==> config.mk <==
export PLATFORM = sky130hd
export DESIGN_NAME = mem_bus_initiator_flat
export DESIGN_NICKNAME = d
export VERILOG_FILES = /design/src/rtl/mem_bus_initiator_if.sv /design/src/rtl/mem_bus_initiator.sv /design/src/flat_wrapper.sv
export SDC_FILE = /design/constraint.sdc
export NUM_CORES = 1
export LEC_CHECK = 0
export BUFFER_PORTS_ARGS = -buffer_cell sky130_fd_sc_hd__buf_2
export CAP_MARGIN = 25
export CORE_ASPECT_RATIO = 0.7
export CORE_MARGIN = 2
export CORE_UTILIZATION = 35
export CTS_CLUSTER_DIAMETER = 200
export CTS_CLUSTER_SIZE = 16
export DETAILED_ROUTE_END_ITERATION = 10
export REMOVE_ABC_BUFFERS = 1
export SETUP_SLACK_MARGIN = 0.02
export SLEW_MARGIN = 20
export SYNTH_ARGS = -nofsm -noshare
export SYNTH_HDL_FRONTEND = slang
export SYNTH_SLANG_ARGS = --single-unit
==> constraint.sdc <==
create_clock -name clk -period 4.4 [get_ports clk]
set_input_delay 0.44 -clock clk [delete_from_list [all_inputs] [get_ports clk]]
set_output_delay 0.44 -clock clk [all_outputs]
set_load 0.02 [all_outputs]
==> src/rtl/mem_bus_initiator_if.sv <==
// Native memory bus bundle shared between a bus master and its responder.
//
// Signals:
//   mem_valid  master -> slave  request pending
//   mem_instr  master -> slave  instruction fetch flag
//   mem_addr   master -> slave  byte address
//   mem_wdata  master -> slave  write data
//   mem_wstrb  master -> slave  byte enables, 4'b0000 for a read
//   mem_ready  slave -> master  request completes on this edge
//   mem_rdata  slave -> master  read data, valid while mem_ready=1
//
// Modports: master (initiator side), slave (responder side).

interface mem_bus_initiator_if;
  logic        mem_valid;
  logic        mem_instr;
  logic [31:0] mem_addr;
  logic [31:0] mem_wdata;
  logic [3:0]  mem_wstrb;
  logic        mem_ready;
  logic [31:0] mem_rdata;

  modport master (
    output mem_valid,
    output mem_instr,
    output mem_addr,
    output mem_wdata,
    output mem_wstrb,
    input  mem_ready,
    input  mem_rdata
  );

  modport slave (
    input  mem_valid,
    input  mem_instr,
    input  mem_addr,
    input  mem_wdata,
    input  mem_wstrb,
    output mem_ready,
    output mem_rdata
  );
endinterface

==> src/rtl/mem_bus_initiator.sv <==
// Command-driven initiator on the native memory bus.
//
// Read/write commands arrive on a valid/ready channel and are buffered in a small FIFO.
// They are issued one at a time on the memory bus in arrival order, and each produces
// exactly one response on a valid/ready response channel.
//
// Optional feature (macro MEM_BUS_INITIATOR_TIMEOUT_EN): a bus request left without
// mem_ready for TIMEOUT_CYCLES cycles is abandoned and answered with rsp_err=1.
// Without the macro the initiator waits indefinitely and rsp_err is constant 0.
//
// Parameters:
//   CMD_DEPTH       command FIFO entries (power of 2, >= 2)
//   TIMEOUT_CYCLES  bus wait limit, used only with the timeout feature
//
// Ports:
//   clk        system clock
//   reset_n    asynchronous active-low reset
//   cmd_valid  command offered
//   cmd_ready  command FIFO can accept
//   cmd_addr   command byte address
//   cmd_wdata  command write data
//   cmd_wstrb  command byte enables, 4'b0000 means read
//   rsp_valid  response available
//   rsp_ready  response consumed
//   rsp_rdata  read data, 0 for writes
//   rsp_err    transaction timed out
//   busy       FIFO non-empty or a transaction in progress
//   bus        memory bus, master side

module mem_bus_initiator #(
  parameter int unsigned CMD_DEPTH      = 2,
  parameter int unsigned TIMEOUT_CYCLES = 1024
) (
  input  logic                       clk,
  input  logic                       reset_n,

  input  logic                       cmd_valid,
  output logic                       cmd_ready,
  input  logic [31:0]                cmd_addr,
  input  logic [31:0]                cmd_wdata,
  input  logic [3:0]                 cmd_wstrb,

  output logic                       rsp_valid,
  input  logic                       rsp_ready,
  output logic [31:0]                rsp_rdata,
  output logic                       rsp_err,

  output logic                       busy,

  mem_bus_initiator_if.master        bus
);

  localparam int unsigned PtrW = $clog2(CMD_DEPTH);

  typedef struct packed {
    logic [31:0] addr;
    logic [31:0] wdata;
    logic [3:0]  wstrb;
  } cmd_t;

  typedef enum logic [1:0] {
    StIdle,
    StIssue,
    StResp
  } state_e;

  // ---------------------------------------------------------------------------
  // Reset: asserts asynchronously, releases on a clock edge so that every flop
  // below leaves reset in the same cycle.
  // ---------------------------------------------------------------------------
  logic rst_meta_q;
  logic rst_sync_q;
  logic rst_int_n;

  always_ff @(posedge clk or negedge reset_n) begin
    if (!reset_n) begin
      rst_meta_q <= 1'b0;
      rst_sync_q <= 1'b0;
    end else begin
      rst_meta_q <= 1'b1;
      rst_sync_q <= rst_meta_q;
    end
  end

  assign rst_int_n = rst_sync_q;

  // ---------------------------------------------------------------------------
  // Command FIFO
  // ---------------------------------------------------------------------------
  cmd_t            fifo_q [CMD_DEPTH];
  logic [PtrW-1:0] wr_ptr_q;
  logic [PtrW-1:0] rd_ptr_q;
  logic [PtrW:0]   count_q;
  logic [PtrW:0]   count_d;
  logic            fifo_full;
  logic            fifo_empty;
  logic            push;
  logic            pop;
  cmd_t            head;

  assign fifo_full  = (count_q == (PtrW + 1)'(CMD_DEPTH));
  assign fifo_empty = (count_q == '0);
  // Held low until the internal reset has released so no command is dropped.
  assign cmd_ready  = !fifo_full && rst_sync_q;
  assign push       = cmd_valid && cmd_ready;
  assign head       = fifo_q[rd_ptr_q];

  // Storage needs no reset: only entries between the pointers are ever read.
  always_ff @(posedge clk) begin
    if (push) begin
      fifo_q[wr_ptr_q] <= '{addr: cmd_addr, wdata: cmd_wdata, wstrb: cmd_wstrb};
    end
  end

  always_comb begin
    count_d = count_q;
    if (push && !pop) begin
      count_d = count_q + (PtrW + 1)'(1);
    end else if (!push && pop) begin
      count_d = count_q - (PtrW + 1)'(1);
    end
  end

  always_ff @(posedge clk or negedge rst_int_n) begin
    if (!rst_int_n) begin
      wr_ptr_q <= '0;
      rd_ptr_q <= '0;
      count_q  <= '0;
    end else begin
      if (push) begin
        wr_ptr_q <= wr_ptr_q + PtrW'(1);
      end
      if (pop) begin
        rd_ptr_q <= rd_ptr_q + PtrW'(1);
      end
      count_q <= count_d;
    end
  end

  // ---------------------------------------------------------------------------
  // Transaction FSM and registered bus/response outputs
  // ---------------------------------------------------------------------------
  state_e      state_q;
  state_e      state_d;
  logic        mem_valid_q;
  logic        mem_valid_d;
  logic [31:0] mem_addr_q;
  logic [31:0] mem_addr_d;
  logic [31:0] mem_wdata_q;
  logic [31:0] mem_wdata_d;
  logic [3:0]  mem_wstrb_q;
  logic [3:0]  mem_wstrb_d;
  logic        rsp_valid_q;
  logic        rsp_valid_d;
  logic [31:0] rsp_rdata_q;
  logic [31:0] rsp_rdata_d;

`ifdef MEM_BUS_INITIATOR_TIMEOUT_EN
  localparam int unsigned TmoW = $clog2(TIMEOUT_CYCLES + 1);

  logic [TmoW-1:0] tmo_cnt_q;
  logic [TmoW-1:0] tmo_cnt_d;
  logic            tmo_hit;
  logic            rsp_err_q;
  logic            rsp_err_d;

  // The edge that would take the wait count to TIMEOUT_CYCLES is the timeout edge.
  assign tmo_hit = (tmo_cnt_q == TmoW'(TIMEOUT_CYCLES - 1));

  always_comb begin
    tmo_cnt_d = tmo_cnt_q;
    if (pop) begin
      tmo_cnt_d = '0;
    end else if (state_q == StIssue && !bus.mem_ready) begin
      tmo_cnt_d = tmo_cnt_q + TmoW'(1);
    end
  end

  always_ff @(posedge clk or negedge rst_int_n) begin
    if (!rst_int_n) begin
      tmo_cnt_q <= '0;
      rsp_err_q <= 1'b0;
    end else begin
      tmo_cnt_q <= tmo_cnt_d;
      rsp_err_q <= rsp_err_d;
    end
  end

  assign rsp_err = rsp_err_q;
`else
  assign rsp_err = 1'b0;
`endif

  always_comb begin
    state_d     = state_q;
    pop         = 1'b0;
    mem_valid_d = mem_valid_q;
    mem_addr_d  = mem_addr_q;
    mem_wdata_d = mem_wdata_q;
    mem_wstrb_d = mem_wstrb_q;
    rsp_valid_d = rsp_valid_q;
    rsp_rdata_d = rsp_rdata_q;
`ifdef MEM_BUS_INITIATOR_TIMEOUT_EN
    rsp_err_d   = rsp_err_q;
`endif

    unique case (state_q)
      StIdle: begin
        if (!fifo_empty) begin
          pop     = 1'b1;
          state_d = StIssue;
        end
      end

      StIssue: begin
        // A ready on the timeout edge still completes normally.
        if (bus.mem_ready) begin
          mem_valid_d = 1'b0;
          rsp_rdata_d = (mem_wstrb_q == 4'b0000) ? bus.mem_rdata : 32'h0;
          rsp_valid_d = 1'b1;
`ifdef MEM_BUS_INITIATOR_TIMEOUT_EN
          rsp_err_d   = 1'b0;
`endif
          state_d     = StResp;
        end
`ifdef MEM_BUS_INITIATOR_TIMEOUT_EN
        else if (tmo_hit) begin
          mem_valid_d = 1'b0;
          rsp_rdata_d = 32'h0;
          rsp_err_d   = 1'b1;
          rsp_valid_d = 1'b1;
          state_d     = StResp;
        end
`endif
      end

      StResp: begin
        if (rsp_ready) begin
          rsp_valid_d = 1'b0;
          if (!fifo_empty) begin
            pop     = 1'b1;
            state_d = StIssue;
          end else begin
            state_d = StIdle;
          end
        end
      end

      default: begin
        state_d = StIdle;
      end
    endcase

    // Loading the bus registers from the FIFO head is common to both pop sites.
    if (pop) begin
      mem_valid_d = 1'b1;
      mem_addr_d  = head.addr;
      mem_wdata_d = head.wdata;
      mem_wstrb_d = head.wstrb;
    end
  end

  always_ff @(posedge clk or negedge rst_int_n) begin
    if (!rst_int_n) begin
      state_q     <= StIdle;
      mem_valid_q <= 1'b0;
      mem_addr_q  <= 32'h0;
      mem_wdata_q <= 32'h0;
      mem_wstrb_q <= 4'h0;
      rsp_valid_q <= 1'b0;
      rsp_rdata_q <= 32'h0;
    end else begin
      state_q     <= state_d;
      mem_valid_q <= mem_valid_d;
      mem_addr_q  <= mem_addr_d;
      mem_wdata_q <= mem_wdata_d;
      mem_wstrb_q <= mem_wstrb_d;
      rsp_valid_q <= rsp_valid_d;
      rsp_rdata_q <= rsp_rdata_d;
    end
  end

  assign bus.mem_valid = mem_valid_q;
  assign bus.mem_instr = 1'b0;
  assign bus.mem_addr  = mem_addr_q;
  assign bus.mem_wdata = mem_wdata_q;
  assign bus.mem_wstrb = mem_wstrb_q;

  assign rsp_valid = rsp_valid_q;
  assign rsp_rdata = rsp_rdata_q;

  assign busy = !fifo_empty || (state_q != StIdle);

endmodule

==> src/flat_wrapper.sv <==
// flat-port wrapper written by rule: the top's interface ports become plain ports
module mem_bus_initiator_flat 
#(
  parameter int unsigned CMD_DEPTH      = 2,
  parameter int unsigned TIMEOUT_CYCLES = 1024
)
  (clk, reset_n, cmd_valid, cmd_ready, cmd_addr, cmd_wdata, cmd_wstrb, rsp_valid, rsp_ready, rsp_rdata, rsp_err, busy, bus_mem_valid, bus_mem_instr, bus_mem_addr, bus_mem_wdata, bus_mem_wstrb, bus_mem_ready, bus_mem_rdata);
  mem_bus_initiator_if bus_i ();
  input  logic clk;
  input  logic reset_n;
  input  logic cmd_valid;
  output logic cmd_ready;
  input  logic [31:0] cmd_addr;
  input  logic [31:0] cmd_wdata;
  input  logic [3:0] cmd_wstrb;
  output logic rsp_valid;
  input  logic rsp_ready;
  output logic [31:0] rsp_rdata;
  output logic rsp_err;
  output logic busy;
  output wire logic [$bits(bus_i.mem_valid)-1:0] bus_mem_valid;
  output wire logic [$bits(bus_i.mem_instr)-1:0] bus_mem_instr;
  output wire logic [$bits(bus_i.mem_addr)-1:0] bus_mem_addr;
  output wire logic [$bits(bus_i.mem_wdata)-1:0] bus_mem_wdata;
  output wire logic [$bits(bus_i.mem_wstrb)-1:0] bus_mem_wstrb;
  input wire logic [$bits(bus_i.mem_ready)-1:0] bus_mem_ready;
  input wire logic [$bits(bus_i.mem_rdata)-1:0] bus_mem_rdata;
  assign bus_mem_valid = bus_i.mem_valid;
  assign bus_mem_instr = bus_i.mem_instr;
  assign bus_mem_addr = bus_i.mem_addr;
  assign bus_mem_wdata = bus_i.mem_wdata;
  assign bus_mem_wstrb = bus_i.mem_wstrb;
  assign bus_i.mem_ready = bus_mem_ready;
  assign bus_i.mem_rdata = bus_mem_rdata;
  mem_bus_initiator #(.CMD_DEPTH(CMD_DEPTH), .TIMEOUT_CYCLES(TIMEOUT_CYCLES)) u_core (.clk(clk), .reset_n(reset_n), .cmd_valid(cmd_valid), .cmd_ready(cmd_ready), .cmd_addr(cmd_addr), .cmd_wdata(cmd_wdata), .cmd_wstrb(cmd_wstrb), .rsp_valid(rsp_valid), .rsp_ready(rsp_ready), .rsp_rdata(rsp_rdata), .rsp_err(rsp_err), .busy(busy), .bus(bus_i));
endmodule
# Word-level counts from Yosys, hierarchy flattened
# Memory sizes are Yosys's and may differ from the RTL's. A register that Yosys moved wholly into a read port is not among the register bits.
# Index checks and enable logic that the tools add are counted.
# Widths: inputs -> output; s select.
# word_totals
mem_bits_rw,136
n_memories,1
out_inout_bits,106
inputBits,105
ff_bits,42
wordCells,61
# classes
muxes,19
n_addsub,4
eq_ne,6
reduce_logical,22
# memory_table
name,depth,word_bits,read_ports,rd_clocked_by_memory_dff,wr,line,text
u_core.fifo_q,2,68,1,1,1,mem_bus_initiator.sv:90,cmd_t fifo_q [CMD_DEPTH];
# op_table
op,count
$mux 32,1
$mux 1,10
$mux 2,5
$reduce_bool 2->1,5
$ne 2x2->1 const B,3
$pmux 2 s3,1
$reduce_and 3->1,2
$logic_not 1->1,5
$eq 2x2->1 const B,2
$logic_and 1x1->1,4
$logic_not 2->1,2
$logic_not 4->1,1
$pmux 1 s2,2
$reduce_and 2->1,2
$add 1x1->1 const B,2
$add 2x1->2 const B,1
$eq 2x1->1 const B,1
$sub 2x1->2 const B,1
$logic_or 1x1->1,1

# Longest topological paths before layout
# logic_depth
word_depth,8
ltp_mapped,9
mapped_depth_nobuf,7

# Worst setup path after synthesis
# OpenSTA, ideal clock, no wires.
# synth_path
path_type,reg-to-reg
from,"reg u_core.rst_sync_q, in the netlist u_core.rst_int_n"
to,"mem u_core.fifo_q[0][0] (netlist bit), enable pin"
setup_slack_ns,-2.283
synth_period_minus_slack_ns,6.683
path_stages_with_launch,3
required_time_ns,3.906
n_path_buf,0
setup_time_ns,0.494
arrival_ns,6.189
cell_sequence,dfrtp_1 o211ai_1 nor2_1
# synth_between
elab_chain_len,4
# synth_lines
item,line,text
"start, declared",mem_bus_initiator.sv:72,logic rst_sync_q;
"start signal, assigned",mem_bus_initiator.sv:81,rst_sync_q <= rst_meta_q;
$logic_and 1x1->1,mem_bus_initiator.sv:104,assign cmd_ready = !fifo_full && rst_sync_q;
$logic_and 1x1->1,mem_bus_initiator.sv:105,assign push = cmd_valid && cmd_ready;
$mux 1,mem_bus_initiator.sv:110,if (push) begin
$mux 1 (not written as such),mem_bus_initiator.sv:111,"fifo_q[wr_ptr_q] <= '{addr: cmd_addr, wdata: cmd_wdata, wstrb: cmd_wstrb};"
"end, declared",mem_bus_initiator.sv:90,
# Every way passes these cells.

# Final worst setup path
# layout_path
from,"reg u_core.rst_sync_q, in the netlist u_core.rst_int_n"
to,"mem u_core.fifo_q[0][52] (netlist bit), enable pin"
# Same word-level chain as after synthesis.

==> impl_results.md <==
* Crit-path cells: o211ai_1, nor2_4, buf_12
* GRT Residual Overflow at 0
* Syn Inst Count at 472
* Nets at 793
* Largest delay share family, worst path: flip-flops
* Vias at 4923
* WL final at 19.0 mm
* Critical Path Fanout Max at 44
* FMAX at 0.400 GHz
* Hold_buf cts at 1
* # H-tree levels at 1
* Status: complete, no violations
* Synth Register Bits at 246
* Drt wl/cell at 18.4 um
* Final Hold Fails at 0
* Mux cell area share after synthesis at 0.171
* WP data required at 4.56 ns
* Worst slew margin at 0.442
* N_diodes at 0
* Synth warn at 0
* CTS sink cnt at 246
* Setup slack at placement at 1.81 ns
* Row count at 49
* Total iterations of the first detailed-routing run at 4
* R2r endpoint: u_core.fifo_q[0][52]
* Die Area at 27000 sq um
* DRC at 0
* Ports at 211
* WHS Endpoint: u_core.fifo_q[0][10]
* R2R depth at 3
* CTS Buffer Depth at 3
* Worst-Skew Late Latency at 0.49 ns
* Final core occ at 0.433
* Most frequent cells in the layout: buf_2 (208), edfxtp_1 (136), mux2_2 (127)
* Crit. End Element: register
* Root Buffer: clkbuf_16
* Peak supply drop at 331 uV
* Starting Density at 0.353
* Area of the core at 25400 sq um
* Setup CP Type: register to register
* Synth unique cells at 28
* Post-synthesis simple-gate area fraction at 0.00989
* Tmin final at 2.50 ns
* CTS tree: built
* Share of layout cells above drive strength 1 at 0.529
* Post-route ant nets at 0
* Multi-input gate area at 2030 sq um
* Critical Path Slowest Stage Cell: dfrtp_4
* Setup ws final at 1.90 ns
* Setup TNS at 0 ns
* Syn_area_per_cell at 19.0 sq um
* 1st-iter DRT viols at 234
* Post-synthesis sequential area ratio at 0.761
* Fin crit share at 0.569
* TritonCTS Buffers at 19
* Hold WS at 0.135 ns
* Critical R2R Launch: u_core.rst_int_n
* Lkg Pwr at 4.52 nW
* Setup bufs post-CTS at 0
* Pwr Density at 693 nW/um^2
* Final setup fails at 0
* PostCTS Resize Cnt at 0
* Worst-margin pin slew at 0.835 ns
* Via/cell ratio at 4.78
* Die H at 138 um
* Hold path cells at 1
* Area grow syn2layout at 22.6%
* WP data arrival at 2.66 ns
* CP Buf/Inv Count at 1
* Startpoint Class: register
* Post-Layout Cell Count at 1030
* Post-Synth Adder-Cell Area at 0.00139
* Largest net degree at the start of global routing at 74
* Slew Limit Fails at 0
* Final Wtd Congestion at 0.789
* Initial antenna violation count at 4
* Number of global-route vias before repair at 5243
* Max Cap Viol at 0
* HP Class: input port to register
* Hold Crit Start: cmd_wdata[6]
* Placed Instances at 993
* Final Skew at 0.0103 ns
* Largest family of logic cells by synthesized area: multiplexers
* R2R setup slack at 1.90 ns
* Port-buffer cells at 208
* Critical Path Max Stage Delay at 0.77 ns
* Unrepaired setup endpoints after global routing: false
* Most common cell after layout, fill and taps aside: buf_2
* Detail Placement HPWL at 12.2 mm
* Clk slew on worst S/H paths at 0.08 ns
* Register area at 6840 sq um
* Global-route wire length before repair at 29.6 mm
* Synth Area in Compound Gates at 0.0357
* Total track usage at 0.140
* Die X at 195 um
* Synth Area in XOR/XNOR at 0.00488
* Post-Syn Area at 8980 sq um
* Fillers at 2299
## routing by layer
metal	vias up	GRT usage	wire length, um	share of wire
li1	2205	-	-	-
met1	2525	0.189	8660	0.46
met2	139	0.226	8690	0.46
met3	46	0.0351	1020	0.054
met4	8	0.0422	550	0.029
met5	-	0	61	0.0032
## through the flow
| stage | area (sq um) | power [W] |
|---|---|---|
| final | 11000 | 0.00763 |
| after global routing | 11000 | 0.00806 |
| after CTS | 10900 | 0.00772 |
| after detailed placement | 10400 | 0.00610 |
| after global placement | 10400 | 0.00600 |
| after floorplan | 8860 | 0.00520 |
## flip-flops by register name, summed over array words and instances, names as in the netlist, 2 cells and up
name	count
u_core.state_q	2
u_core.bus.mem_wstrb	4
u_core.bus.mem_addr	32
u_core.bus.mem_wdata	32
u_core.rsp_rdata	32
u_core.fifo_q	136
u_core.count_q	2
## how the worst max path moves through the flow
| stage | from | end | slack, ns | cells past startpoint |
|---|---|---|---|---|
| finish | u_core.rst_int_n | u_core.fifo_q[0][52] | 1.90 | 3 |
| CTS | u_core.rst_int_n | u_core.fifo_q[0][52] | 1.79 | 3 |
| global placement | u_core.rst_int_n | u_core.fifo_q[0][56] | 1.85 | 3 |
| global route | u_core.rst_int_n | u_core.fifo_q[0][52] | 1.67 | 3 |
| detailed placement | u_core.rst_int_n | u_core.fifo_q[0][56] | 1.81 | 3 |
| floorplan | u_core.rst_int_n | u_core.fifo_q[0][0] | -2.28 | 2 |
## layout make-up
type | count | share of cell area
clock inverters | 1 | 0.00102
flip-flops and latches | 246 | 0.622
multi-input cells | 199 | 0.184
repair buffers | 217 | 0.107
inverters | 4 | 0.00136
clock buffers | 32 | 0.0476
well taps | 331 | 0.0376
## power by group
| group | total [W] | internal, W | switching [W] |
|---|---|---|---|
| clock network | 0.00158 | 0.000817 | 0.000767 |
| logic | 0.00262 | 0.00120 | 0.00142 |
| registers | 0.00342 | 0.00307 | 0.000349 |
| total | 0.00763 | 0.00509 | 0.00254 |
## synthesized netlist by cell type (all sizes together)
cell | number | area (sq um)
xnor2 | 4 | 35.0
a22o | 32 | 280
conb | 2 | 7.51
a21oi | 1 | 5.00
ha | 1 | 12.5
buf | 16 | 93.8
nor2 | 5 | 21.3
nand2 | 3 | 11.3
or4 | 1 | 7.51
mux2 | 136 | 1530
o211ai | 1 | 7.51
clkbuf | 8 | 30.0
nand2b | 2 | 12.5
nor2b | 1 | 6.26
edfxtp | 136 | 4080
xor2 | 1 | 8.76
nand3b | 1 | 7.51
inv | 4 | 15.0
nor3 | 1 | 16.3
o21ai | 4 | 20.0
and3 | 1 | 6.26
dfrtp | 110 | 2750
o21a | 1 | 7.51
## kinds of logic (layout without fill, tap and decap cells)
kind of cell	Yosys count	after routing
adders and majority gates	1	1
AOI/OAI and AO/OA	39	39
DFF	246	246
and+or+nand+nor	15	15
buffers and inverters	28	254
xor gates and xnor gates	5	5
other	2	3
muxes	136	136
No activity file was read; power rests on OpenSTA's default activity.
